<file path="config.mk">
export PLATFORM = sky130hd
export DESIGN_NAME = mac_seq_controller
export DESIGN_NICKNAME = d
export VERILOG_FILES = /design/src/rtl/mac_seq_controller.sv
export SDC_FILE = /design/constraint.sdc
export NUM_CORES = 1
export LEC_CHECK = 0
export BUFFER_PORTS_ARGS = -buffer_cell sky130_fd_sc_hd__buf_2
export CORE_MARGIN = 2
export CORE_UTILIZATION = 35
export DETAILED_ROUTE_END_ITERATION = 8
export GPL_ROUTABILITY_DRIVEN = 0
export HOLD_SLACK_MARGIN = 0.12
export SLEW_MARGIN = 20
export SYNTH_ARGS = -nofsm -noshare
export SYNTH_HDL_FRONTEND = slang
export SYNTH_SLANG_ARGS = --single-unit
export TNS_END_PERCENT = 1
</file>
<file path="constraint.sdc">
create_clock -name clk -period 2.4 [get_ports clk]
set_input_delay 0.24 -clock clk [delete_from_list [all_inputs] [get_ports clk]]
set_output_delay 0.24 -clock clk [all_outputs]
set_load 0.02 [all_outputs]
</file>
<file path="src/rtl/mac_seq_controller.sv">
// Sequencer for the multiply-accumulate datapath: length, handshakes, multiplier latency, abort.
// Build option: define MAC_STALL_CNT_EN to add the saturating stall_cnt output.
//
// state | meaning
// IDLE  | waiting for start, all strobes low
// CLR   | one-cycle accumulator clear (skipped in accumulate-continue mode)
// LOAD  | ready for an operand pair, stalls while in_valid is low
// MULT  | multiplier in flight for MULT_LAT cycles
// ACC   | accumulate product into sum, advance idx or finish
// DONE  | one-cycle completion pulse
module mac_seq_controller #(
    parameter int LEN_W    = 8,
    parameter int MULT_LAT = 1
) (
    input  logic             clk,
    input  logic             reset,
    input  logic             start,
    input  logic [LEN_W-1:0] len,
    input  logic             accum,
    input  logic             abort,
    input  logic             in_valid,
    output logic             in_ready,
    output logic             x_ld,
    output logic             y_ld,
    output logic             sum_ld,
    output logic             sum_clr,
    output logic             mult_sel,
    output logic [LEN_W-1:0] idx,
    output logic             busy,
    output logic             done
`ifdef MAC_STALL_CNT_EN
    ,
    output logic [15:0]      stall_cnt
`endif
);

    typedef enum logic [2:0] {
        IDLE = 3'b000,
        CLR  = 3'b001,
        LOAD = 3'b010,
        MULT = 3'b011,
        ACC  = 3'b101,
        DONE = 3'b110
    } state_t;

    localparam logic [3:0]       MULT_RELOAD = 4'(MULT_LAT - 1);
    localparam logic [LEN_W-1:0] IDX_ONE     = LEN_W'(1);

    state_t           state;
    state_t           state_nxt;
    logic [LEN_W-1:0] len_q;
    logic [LEN_W-1:0] len_nxt;
    logic [LEN_W-1:0] idx_nxt;
    logic [3:0]       mult_cnt;
    logic [3:0]       cnt_nxt;
    logic             last_elem;
    logic             start_acc;

    assign last_elem = (idx == (len_q - IDX_ONE));
    assign start_acc = (state == IDLE) && start;

    // Operand strobes are the only Mealy outputs so the pair is captured in the same cycle it is offered.
    assign x_ld = in_valid & in_ready;
    assign y_ld = in_valid & in_ready;

    always_comb begin
        state_nxt = state;
        idx_nxt   = idx;
        len_nxt   = len_q;
        cnt_nxt   = mult_cnt;
        case (state)
            IDLE: begin
                if (start) begin
                    len_nxt = len;
                    idx_nxt = '0;
                    if (len == '0)
                        state_nxt = DONE;
                    else if (accum)
                        state_nxt = LOAD;
                    else
                        state_nxt = CLR;
                end
            end
            CLR: state_nxt = LOAD;
            LOAD: begin
                if (in_valid) begin
                    state_nxt = MULT;
                    cnt_nxt   = MULT_RELOAD;
                end
            end
            MULT: begin
                if (mult_cnt == '0)
                    state_nxt = ACC;
                else
                    cnt_nxt = mult_cnt - 4'd1;
            end
            ACC: begin
                if (last_elem) begin
                    state_nxt = DONE;
                end else begin
                    idx_nxt   = idx + IDX_ONE;
                    state_nxt = LOAD;
                end
            end
            DONE:    state_nxt = IDLE;
            default: state_nxt = IDLE;
        endcase
        if (abort && (state != IDLE)) begin
            state_nxt = IDLE;
            idx_nxt   = '0;
        end
    end

    // Moore strobes are registered from the next state so they line up with the state register.
    always_ff @(posedge clk) begin
        if (!reset) begin
            state    <= IDLE;
            idx      <= '0;
            len_q    <= '0;
            mult_cnt <= '0;
            in_ready <= 1'b0;
            sum_ld   <= 1'b0;
            sum_clr  <= 1'b0;
            mult_sel <= 1'b0;
            busy     <= 1'b0;
            done     <= 1'b0;
        end else begin
            state    <= state_nxt;
            idx      <= idx_nxt;
            len_q    <= len_nxt;
            mult_cnt <= cnt_nxt;
            in_ready <= (state_nxt == LOAD);
            sum_ld   <= (state_nxt == ACC);
            sum_clr  <= (state_nxt == CLR);
            mult_sel <= (state_nxt == MULT) || (state_nxt == ACC);
            busy     <= (state_nxt == CLR) || (state_nxt == LOAD) ||
                        (state_nxt == MULT) || (state_nxt == ACC);
            done     <= (state_nxt == DONE);
        end
    end

`ifdef MAC_STALL_CNT_EN
    always_ff @(posedge clk) begin
        if (!reset)
            stall_cnt <= '0;
        else if (start_acc)
            stall_cnt <= '0;
        else if ((state == LOAD) && !in_valid && (stall_cnt != 16'hFFFF))
            stall_cnt <= stall_cnt + 16'd1;
    end
`else
    logic unused_start_acc;
    assign unused_start_acc = start_acc;
`endif

endmodule

</file>
==> results.md <==
- I/O pin count: 30
- Syn Std Cell Area: 1582 µm²
- Combinational share of power: 0.223
- Max Cap Viol: 0
- Ys Warns: 0
- Vias in the first global route: 1346
- Cts hold-fix bufs: 0
- Reg2reg end: in_ready
- Drt first pass iters: 4
- # DRC: 0
- Total CTS buffers: 5
- Sequential fraction of the synthesis area: 0.3671
- Sequential share of power: 0.396
- Clock share of power: 0.381
- Critical path required time: 2.57 ns
- Final Hold Viols: 0
- Die H: 71.22 µm
- Non-Filler Instances: 266
- Dpl cell area: 1794 µm²
- Area contributors post-synth: dfxtp_1 (37%), nand2_1 (6.6%), xor2_1 (5.5%), a21boi_0 (4.7%), nor2_1 (3.6%)
- Final Setup Violations: 0
- First-pass GRT wire length: 6196 µm
- Final min period: 2.274 ns
- Post-placement cell count: 258
- Final period utilization: 0.9476
- Net Sw Power: 395.2 µW
- Syn Area/Cell: 8.885 µm²
- Fillcell total: 445
- Port bufs: 29
- Drt wl/cell: 13.21 µm
- Die ar.: 5072 µm²
- GR Overflow Total: 0
- Fin. max-slew vios: 0
- Met2 wire length: 1484 µm
- Core Util, Final: 0.4402
- Clock Sinks: 29
- Worst Setup EP: in_ready
- Ratio of cells with drive above 1 in the final layout: 0.2523
- Count leader, synth: dfxtp_1
- Htree depth: 2
- Critical path type: reg -> reg
- Final HPWL from detailed placement: 2677 µm
- Net Count, Synth: 195
- Number of nets with antenna violations after routing: 0
- Headroom to the max-slew limit: 0.6916
- Crit end category: register
- Synthesis-to-layout area growth: 21.20%
- Initial Utilization: 0.3632
- Arr. time, crit path: 2.45 ns
- Gate Count Post-Synth: 178
- Pint: 976.7 µW
- Iter 0 DRT Violations: 42
- Horiz. Die Dim: 71.22 µm
- Hold WC Path Type: in -> reg
- Reg-to-Reg Start: len_q[1]
- Pleak: 0.0007822 µW
- Area leader, netlist: dfxtp_1
- Ys flop type: dfxtp_1
- Reg clk slew, reported paths: 0.06 ns
- Fin Setup TNS: 0 ns
- R2R Setup Slk: 0.13 ns
- Yosys cell types: 51
- Fin area: 1917 µm²
- Yosys reg bits: 29
- N_diodes: 0
- Switching Fraction: 0.2881
- Synth cell count leaders: dfxtp_1 (29), nand2_1 (28), nor2_1 (15)
- Via density per instance: 5.169
- Gr usage total: 0.1564
- Post-synth ARST share: 0
- Highest routed layer: met4
- Clk root buf: clkbuf_8
- Least-Margin Pin Slew: 0.4585 ns
- CTS tree: yes
- Core area: 4354 µm²
- Pin count of the biggest net entering global routing: 13
- Run status: finished clean
- Top-area cell type share of the netlist area: 0.3671
- Core Rows: 24
- PD cells: 715.7 nW/µm²
- Clock Path Buffers: 2
- Worst-Skew Late Latency: 0.28 ns
- Nets: 230
- VDD IR-drop max: 0.0003630 V
- Wl on met1: 1773 µm
- Setup crit start: len_q[1]
- Startpoint types: register
- Total routed wirelength: 3514 µm
- R2R depth: 8
- CP max FO: 6
- Unrepaired setup endpoints after global routing: yes
- Peak Freq: 439.7 MHz
- Clock Skews: 0.002976 ns
- Met3 routed WL: 188 µm
- Initial antenna violation count: 0
- Vias: 1375
- Hold slack: 0.2136 ns
- EDFF count, synth: 0
==> power by group through the flow <==
stage / clock network [µW] / registers, µW / logic, µW
global route: 555 / 548 / 339
floorplan: 0 / 560 / 219
global placement: 0 / 554 / 299
detailed placement: 0 / 553 / 301
CTS: 532 / 543 / 301
finish: 523 / 544 / 305
==> layout make-up <==
class	count	area [µm²]	area share
Multi-Input combinational cell	139	964.7	0.5033
Timing Repair Buffer	32	167.7	0.08747
Tap cell	52	65.06	0.03394
Sequential cell	29	580.6	0.3029
Clock buffer	7	86.33	0.04504
Inverter	6	22.52	0.01175
Clock inverter	1	30.03	0.01567
==> per-stage QoR <==
step | power, µW | setup slack, ns
2_1_floorplan | 778.4 | 0.2584
3_3_place_gp | 853.0 | 0.2137
3_5_place_dp | 853.6 | 0.1454
4_1_cts | 1377 | 0.1453
5_1_grt | 1441 | -0.008905
6_report | 1372 | 0.1258
==> cells by family after synthesis <==
family,Yosys count,synth area share
adder cells (fa/ha/maj),3,0.02374
XOR/XNOR,14,0.08940
multiplexers,2,0.01424
AND/OR/NAND/NOR,76,0.2508
flip-flops,29,0.3671
AO/OA/AOI/OAI,44,0.2279
buffers and inverters,10,0.02690
==> cells in the final DEF (no fill, tap or decap), types with 4 or more instances in the layout <==
| cell | netlist | layout |
|---|---|---|
| and3_1 | 4 | 4 |
| nor2_1 | 15 | 15 |
| buf_2 | 1 | 29 |
| a21boi_0 | 10 | 10 |
| nor3_1 | 4 | 4 |
| a21oi_1 | 7 | 7 |
| o21ai_0 | 6 | 6 |
| xor2_1 | 10 | 10 |
| nand3_1 | 4 | 4 |
| dfxtp_1 | 29 | 29 |
| inv_1 | 6 | 6 |
| clkbuf_8 | 0 | 6 |
| nand2_1 | 28 | 28 |
==> flip-flops by register name, indices dropped and copies added, names as in the netlist, 3 cells and up <==
name,flops
len_q,8
mult_cnt,4
state,3
idx,8
==> timing repair <==
item / in CTS / in global routing
setup endpoints to repair: 0 / 4
setup buffers: 0 / 0
resized for setup: 0 / 1
==> worst max-delay path: stages (launching register included) <==
cell and delay [ns]:
dfxtp_1 0.39, inv_1 0.09, ha_1 0.26, o21ba_1 0.22, a221oi_2 0.35, o22ai_2 0.17
nor4b_2 0.35, a211oi_2 0.14, and3_1 0.21
==> how the worst min path moves through the flow <==
stage                  start       end  slack (ns)  depth (start not counted)
global placement    len_q[7]  len_q[7]        0.48                          2
CTS                   len[5]  len_q[5]        0.21                          3
global route          len[0]  len_q[0]        0.23                          3
finish                len[5]  len_q[5]        0.21                          3
detailed placement  len_q[7]  len_q[7]        0.49                          2
floorplan             len[0]  len_q[0]        0.38                          2
==> layer usage <==
metal | vias to the layer above | global-route usage
met5 | - | 0
met4 | 0 | 0.06918
met3 | 8 | 0.03797
met2 | 40 | 0.2428
met1 | 615 | 0.2069
li1 | 712 | -
Note: power is estimated with default switching activity, not from simulation.
